==> src/rtl/uart_tx_fifo.sv <==
// Byte FIFO feeding the UART transmitter load port.
// Issues one byte per busy rise/fall handshake of the transmitter.
module uart_tx_fifo #(
    parameter int DEPTH = 16,
    parameter int BUSY_WAIT = 4,
    localparam int ADDR_W = $clog2(DEPTH)
) (
    input  logic              CLK,
    input  logic              RST,
    input  logic [7:0]        WR_DATA,
    input  logic              WR_EN,
    input  logic              CLR_OVF,
    input  logic              TX_BUSY,
    output logic [7:0]        TX_IN_P,
    output logic              TX_IN_V,
    output logic              FULL,
    output logic              EMPTY,
    output logic [ADDR_W:0]   COUNT,
    output logic              OVERFLOW
);

    localparam int WAIT_W = $clog2(BUSY_WAIT + 1);

    typedef enum logic [1:0] {
        IDLE,
        LOAD,
        WAIT_START,
        WAIT_DONE
    } state_e;

    state_e              state_q, state_d;
    logic [7:0]          mem_q [DEPTH];
    logic [ADDR_W-1:0]   wr_ptr_q, wr_ptr_d;
    logic [ADDR_W-1:0]   rd_ptr_q, rd_ptr_d;
    logic [ADDR_W:0]     count_q, count_d;
    logic [WAIT_W-1:0]   wait_q, wait_d;
    logic [7:0]          data_q, data_d;
    logic                ovf_q, ovf_d;
    logic                push;
    logic                pop;

    assign FULL     = (count_q == (ADDR_W + 1)'(DEPTH));
    assign EMPTY    = (count_q == '0);
    assign COUNT    = count_q;
    assign TX_IN_P  = data_q;
    assign TX_IN_V  = (state_q == LOAD);
    assign OVERFLOW = ovf_q;

    // A pop never frees room for a write on the same edge.
    assign push = WR_EN && !FULL;
    assign pop  = (state_q == LOAD);

    always_comb begin
        state_d = state_q;
        wait_d  = wait_q;
        data_d  = data_q;
        unique case (state_q)
            IDLE: begin
                if (!EMPTY && !TX_BUSY) begin
                    state_d = LOAD;
                    data_d  = mem_q[rd_ptr_q];
                end
            end
            LOAD: begin
                state_d = WAIT_START;
                wait_d  = '0;
            end
            WAIT_START: begin
                if (TX_BUSY) begin
                    state_d = WAIT_DONE;
                end else if (wait_q == WAIT_W'(BUSY_WAIT - 1)) begin
                    state_d = IDLE;
                end else begin
                    wait_d = wait_q + WAIT_W'(1);
                end
            end
            WAIT_DONE: begin
                if (!TX_BUSY) begin
                    state_d = IDLE;
                end
            end
        endcase
    end

    always_comb begin
        wr_ptr_d = wr_ptr_q;
        rd_ptr_d = rd_ptr_q;
        count_d  = count_q;
        ovf_d    = ovf_q;
        if (push) begin
            wr_ptr_d = wr_ptr_q + ADDR_W'(1);
        end
        if (pop) begin
            rd_ptr_d = rd_ptr_q + ADDR_W'(1);
        end
        unique case ({push, pop})
            2'b10:   count_d = count_q + (ADDR_W + 1)'(1);
            2'b01:   count_d = count_q - (ADDR_W + 1)'(1);
            default: count_d = count_q;
        endcase
        // A dropped write takes priority over the clear.
        if (WR_EN && FULL) begin
            ovf_d = 1'b1;
        end else if (CLR_OVF) begin
            ovf_d = 1'b0;
        end
    end

    always_ff @(posedge CLK) begin
        if (push && !RST) begin
            mem_q[wr_ptr_q] <= WR_DATA;
        end
    end

    always_ff @(posedge CLK) begin
        if (RST) begin
            state_q  <= IDLE;
            wr_ptr_q <= '0;
            rd_ptr_q <= '0;
            count_q  <= '0;
            wait_q   <= '0;
            data_q   <= 8'h00;
            ovf_q    <= 1'b0;
        end else begin
            state_q  <= state_d;
            wr_ptr_q <= wr_ptr_d;
            rd_ptr_q <= rd_ptr_d;
            count_q  <= count_d;
            wait_q   <= wait_d;
            data_q   <= data_d;
            ovf_q    <= ovf_d;
        end
    end

endmodule

==> config.mk <==
export PLATFORM = sky130hd
export DESIGN_NAME = uart_tx_fifo
export DESIGN_NICKNAME = d
export VERILOG_FILES = /design/src/rtl/uart_tx_fifo.sv
export SDC_FILE = /design/constraint.sdc
export NUM_CORES = 1
export LEC_CHECK = 0
export CAP_MARGIN = 20
export CORE_ASPECT_RATIO = 0.5
export CORE_UTILIZATION = 60
export CTS_CLUSTER_SIZE = 8
export DETAILED_ROUTE_END_ITERATION = 8
export PLACE_DENSITY = 0.79
export SLEW_MARGIN = 15
export SYNTH_ARGS = -nofsm -noshare
export SYNTH_HDL_FRONTEND = slang
export SYNTH_SLANG_ARGS = --single-unit
==> constraint.sdc <==
create_clock -name CLK -period 3.7 [get_ports CLK]
set_clock_uncertainty 0.1 [all_clocks]
set_input_delay 0.925 -clock CLK [delete_from_list [all_inputs] [get_ports CLK]]
set_output_delay 0.925 -clock CLK [all_outputs]
set_load 0.01 [all_outputs]
# ---- Word level (Yosys, flattened, before mapping)
# Memories as Yosys holds them, arrays and structs flattened. A register that Yosys moved wholly into a read port is not among the register bits.
# Index checks and enable logic that the tools add are counted.
dict set report word_totals {
  ram_bits 128
  output_inout_bits 17
  n_memories 1
  inputBits 13
  regBits 19
  word_cells 53
}
# name words word_bits rd rd_ports_with_merged_regs write_ports line
set mem_list {}
lappend mem_list {mem_q 16 8 1 1 1 32} ;# logic [7:0] mem_q [DEPTH];
dict set report op_classes {
  muxes 13
  n_reduce_logical 16
  n_eq_ne 12
  addsub 5
}
# op n
set ops {}
lappend ops {{$pmux W5 S2} 1}
lappend ops {{$add A4 B1 Y4 const B} 2}
lappend ops {{$mux W2} 4}
lappend ops {{$ne A2 B2 Y1 const B} 4}
lappend ops {{$pmux W2 S4} 1}
lappend ops {{$eq A2 B2 Y1 const B} 3}
lappend ops {{$mux W3} 2}
lappend ops {{$pmux W3 S2} 1}
lappend ops {{$reduce_and A3 Y1} 2}
lappend ops {{$reduce_bool A2 Y1} 3}
lappend ops {{$add A5 B1 Y5 const B} 1}
lappend ops {{$eq A5 B5 Y1 const B} 1}
lappend ops {{$logic_not A5 Y1} 1}
lappend ops {{$sub A5 B1 Y5 const B} 1}
lappend ops {{$eq A2 B1 Y1 const B} 2}
lappend ops {{$logic_and A1 B1 Y1} 4}
lappend ops {{$logic_not A1 Y1} 4}
lappend ops {{$mux W1} 4}
lappend ops {{$add A3 B1 Y3 const B} 1}
lappend ops {{$eq A3 B2 Y1 const B} 1}
lappend ops {{$ne A3 B3 Y1 const B} 1}
lappend ops {{$logic_not A2 Y1} 1}
lappend ops {{$reduce_and A2 Y1} 1}

# ---- Logic depth before layout (Yosys ltp)
dict set report depth {
  word_depth 6
  depth_mapped 13
  ltp_nobuf 11
}

# ---- Least setup slack after synthesis
# OpenSTA, ideal clock, no wires.
dict set report synth_timing {
  kind {input-to-reg}
  from {input WR_EN}
  to {register count_q[4], in the netlist COUNT[4]}
  setup_ns 0.121
  arrival_ns 3.118
  cell_stages 11
  path_slack_ns 0.361
  cell_sequence {a21boi_1 inv_1 ha_1 clkbuf_1 xor2_1 ha_1 a211o_1 nand2_1 nand3b_1 a31oi_1 mux2_2}
}
dict set report synth_via {
  elab_chain_len 3
  elab_cells_between_ends 5
  cone_classes {eq/ne: 2; mux: 1; reduce/logical: 2}
}
# element line
set synth_rtl {}
lappend synth_rtl {{start: declaration} 11} ;# input logic WR_EN,
lappend synth_rtl {{$logic_and A1 B1 Y1 (*)} 50} ;# assign push = WR_EN && !FULL;
lappend synth_rtl {{$eq A2 B1 Y1 / $eq A2 B2 Y1 (equally long branches)} 96} ;# unique case ({push, pop})
lappend synth_rtl {{$pmux W5 S2 / $reduce_bool A2 Y1 (equally long branches)} -}
lappend synth_rtl {{end signal: assignment} 128} ;# count_q <= count_d;
lappend synth_rtl {{end: declaration} 35} ;# logic [ADDR_W:0] count_q, count_d;
# Mark *: on every way between the ends. The rest lies on a longest branch, timed or not.
# A chain may end at the register's enable or synchronous reset.

# ---- Worst setup path in the final report
dict set report layout_timing {
  from {register count_q[1], in the netlist COUNT[1]}
  to {output EMPTY}
}
dict set report layout_via {
  elab_chain_len 1
}
# element line
set layout_rtl {}
lappend layout_rtl {{$logic_not A5 Y1} 43} ;# assign EMPTY = (count_q == '0);
lappend layout_rtl {{end: declaration} 17} ;# output logic EMPTY,
# Every way passes these cells.

==> flow_summary.toml <==
[run_status]
status = "completed"

[synthesis]
syn_nets = 384
synth_seq_cells = 155
syn_inst = 360
async_reset_ff_frac = 0
synth_edf_count = 128
syn-cell-area_um2 = 6280
yosysUniqueCellTypes = 38
yosysSeqAreaShare = 0.698
ys.flop_type = "edfxtp_1"
synth_top_area_share = 0.612
avgSynthCellArea_um2 = 17.5
yosys_warnings = 0
synth_top_area_cell = "edfxtp_1"
netlist_top_cells_area = "edfxtp_1, mux4_2, dfxtp_1"

[final_layout]
regArea_um2 = 4390
drive_gt1_frac = 0.232
multi_input_area_um2 = 1780
final_cells = 561
nets = 437
diodes = 0
fillerInstances = 538
area_delta_synth_final_pct = 18.5

[die]
die_h_um = 74.4
initial_core_util = 0.642
ios = 30
core_area_um2 = 9790
die_w_um = 147
dieArea_um2 = 10900
rows = 25

[power]
ir_drop_uv = 400
power_density_nw_per_um2 = 606
finalPower_w = 0.00451
p_leak_nw = 2.46

[global_routing]
grt.total_usage = 0.265
grtUsageMet2 = 0.428
antenna_found_initial = 0
grt_pass1_vias = 3511
met3_usage = 0.0620
overflow = 0
grt_pass1_wl_um = 20000
grt_max_degree = 35
gr-max-usage-layer = "met2"
use_met1 = 0.357

[timing]
min_period_over_period = 0.834
slew_headroom = 0.535
hold_slack_ps = 372
finalHoldViolations = 0
finalSetupTns_ps = 0
max_clock_freq_mhz = 324
setup_viol_count_final = 0
postLayoutSetupSlackWorst_ps = 615
period_needed_ps = 3090
rsz0062_at_grt = "no"
tightest_slew_ps = 698
slew_violations = 0

[placed_design]
portBuffers = 29
gp_congestion = 0.817
hpwl_um = 7990
place_ws_ps = 276
dp.cells = 528

[critical_path]
startpoint_type = "flip-flop"
crit_fanout = 9
cp.arrival_ps = 2060
crit_path_end_kind = "output port"
crit_type = "reg -> out"
cp-startpoint = "COUNT[1]$_SDFFE_PP0P_"
crit-reg2reg-launch = "COUNT[1]$_SDFFE_PP0P_"
cp_data_required_time_ps = 2670

[clock_network]
clock_sinks = 155
cts_hold_buf = 0
htreeDepth = 4
clk_latency_ps = 420
cts_tree = "built"
path_clk_slew_ps = 60
post_cts_buffers = 0
cts_made_buffers = 17
ctsLongestPathBuffers = 2
cts.repair.resized = 0
root_buffer = "clkbuf_16"

[routing]
routed_via_density = 6.03
wl_per_cell_um = 22.9
remaining_drc_errors = 0
ant_nets = 0
first_iter_violations = 319
num_vias = 3385
first_pass_iters = 4
routed_wl_um = 12900

[min_path]
min_path_type = "reg -> reg"
min_from = "wait_q[1]$_SDFFE_PP0P_"

[flow_run]
cap_violations = 0
## where the power goes
part	switching, W	internal (W)
registers	0.0000955	0.00196
logic	0.000336	0.000334
clock network	0.000666	0.00111
## path summary, 6_finish.rpt
kind,end,slack [ps],cells past startpoint
max,EMPTY,610,3
min,wait_q[1]$_SDFFE_PP0P_,370,2
max reg2reg,COUNT[4]$_SDFFE_PP0P_,950,11
min reg2reg,wait_q[1]$_SDFFE_PP0P_,370,2
## per-layer routing
layer	vias to the layer above	part of all wire	wire, µm
met5	-	0	0
li1	1508	-	-
met1	1727	0.41	5300
met2	140	0.49	6320
met4	0	0.0079	101
met3	10	0.088	1130
## metrics by stage
step | area, µm² | util
detailed placement | 6820 | 0.697
finish | 7440 | 0.760
global route | 7440 | 0.760
CTS | 7430 | 0.759
floorplan | 6280 | -
global placement | 6820 | 0.697
## cell usage in the layout (no fill, tap or decap), drive strengths merged
master and n:
a211o 2, a21boi 1, a21o 1, a21oi 9, a22oi 1, a31oi 2, and2 1, buf 25
bufinv 4, clkbuf 17, clkdlybuf4s50 29, clkinv 8, clkinvlp 3, dfxtp 27, edfxtp 128, ha 11
inv 6, mux2 1, mux2i 17, mux4 32, nand2 13, nand2b 3, nand3 2, nand3b 11
nand4 2, nor2 34, nor2b 3, nor3b 2, nor4 2, o21ai 4, o221ai 8, o22ai 1
or2 1, or3 3, or3b 2, or4 1, xnor2 2, xor2 7
## state kept, by name, summed over array words and instances, names as in the netlist
register	cells
OVERFLOW	1
TX_IN_P	8
wr_ptr_q	4
COUNT	5
state_q	2
wait_q	3
rd_ptr_q	4
mem_q	128
## worst max-delay path: stages (launching register included)
cell             delay [ps]
dfxtp_1                 390
nor4_1                  480
nor2b_4                 240
clkdlybuf4s50_1         540
## final cells by class
cell class                      instances  share of cell area
Sequential cell                       155               0.589
Multi-Input combinational cell        179               0.239
Timing Repair Buffer                   54              0.0652
Clock buffer                           17              0.0571
Clock inverter                         15              0.0242
Tap cell                              135              0.0227
Inverter                                6             0.00303
## cells by family (layout without fill, tap and decap cells)
logic type / count (synthesis) / in the layout / synth area share
flops: 155 / 155 / 0.698
simple gates: 80 / 80 / 0.0659
mux: 50 / 50 / 0.144
compound gates: 29 / 29 / 0.0388
buf+inv: 26 / 92 / 0.0193
fa+ha+maj: 11 / 11 / 0.0219
xor+xnor: 9 / 9 / 0.0125
## cell usage after synthesis, drive strengths merged, types with 3 or more instances
master / number
a21oi: 9
buf: 8
clkbuf: 12
dfxtp: 27
edfxtp: 128
ha: 11
inv: 6
mux2i: 17
mux4: 32
nand2: 13
nand2b: 3
nand3b: 11
nor2: 34
nor2b: 3
o21ai: 4
o221ai: 8
or3: 3
xor2: 7
Note: power is estimated with default switching activity, not from simulation.
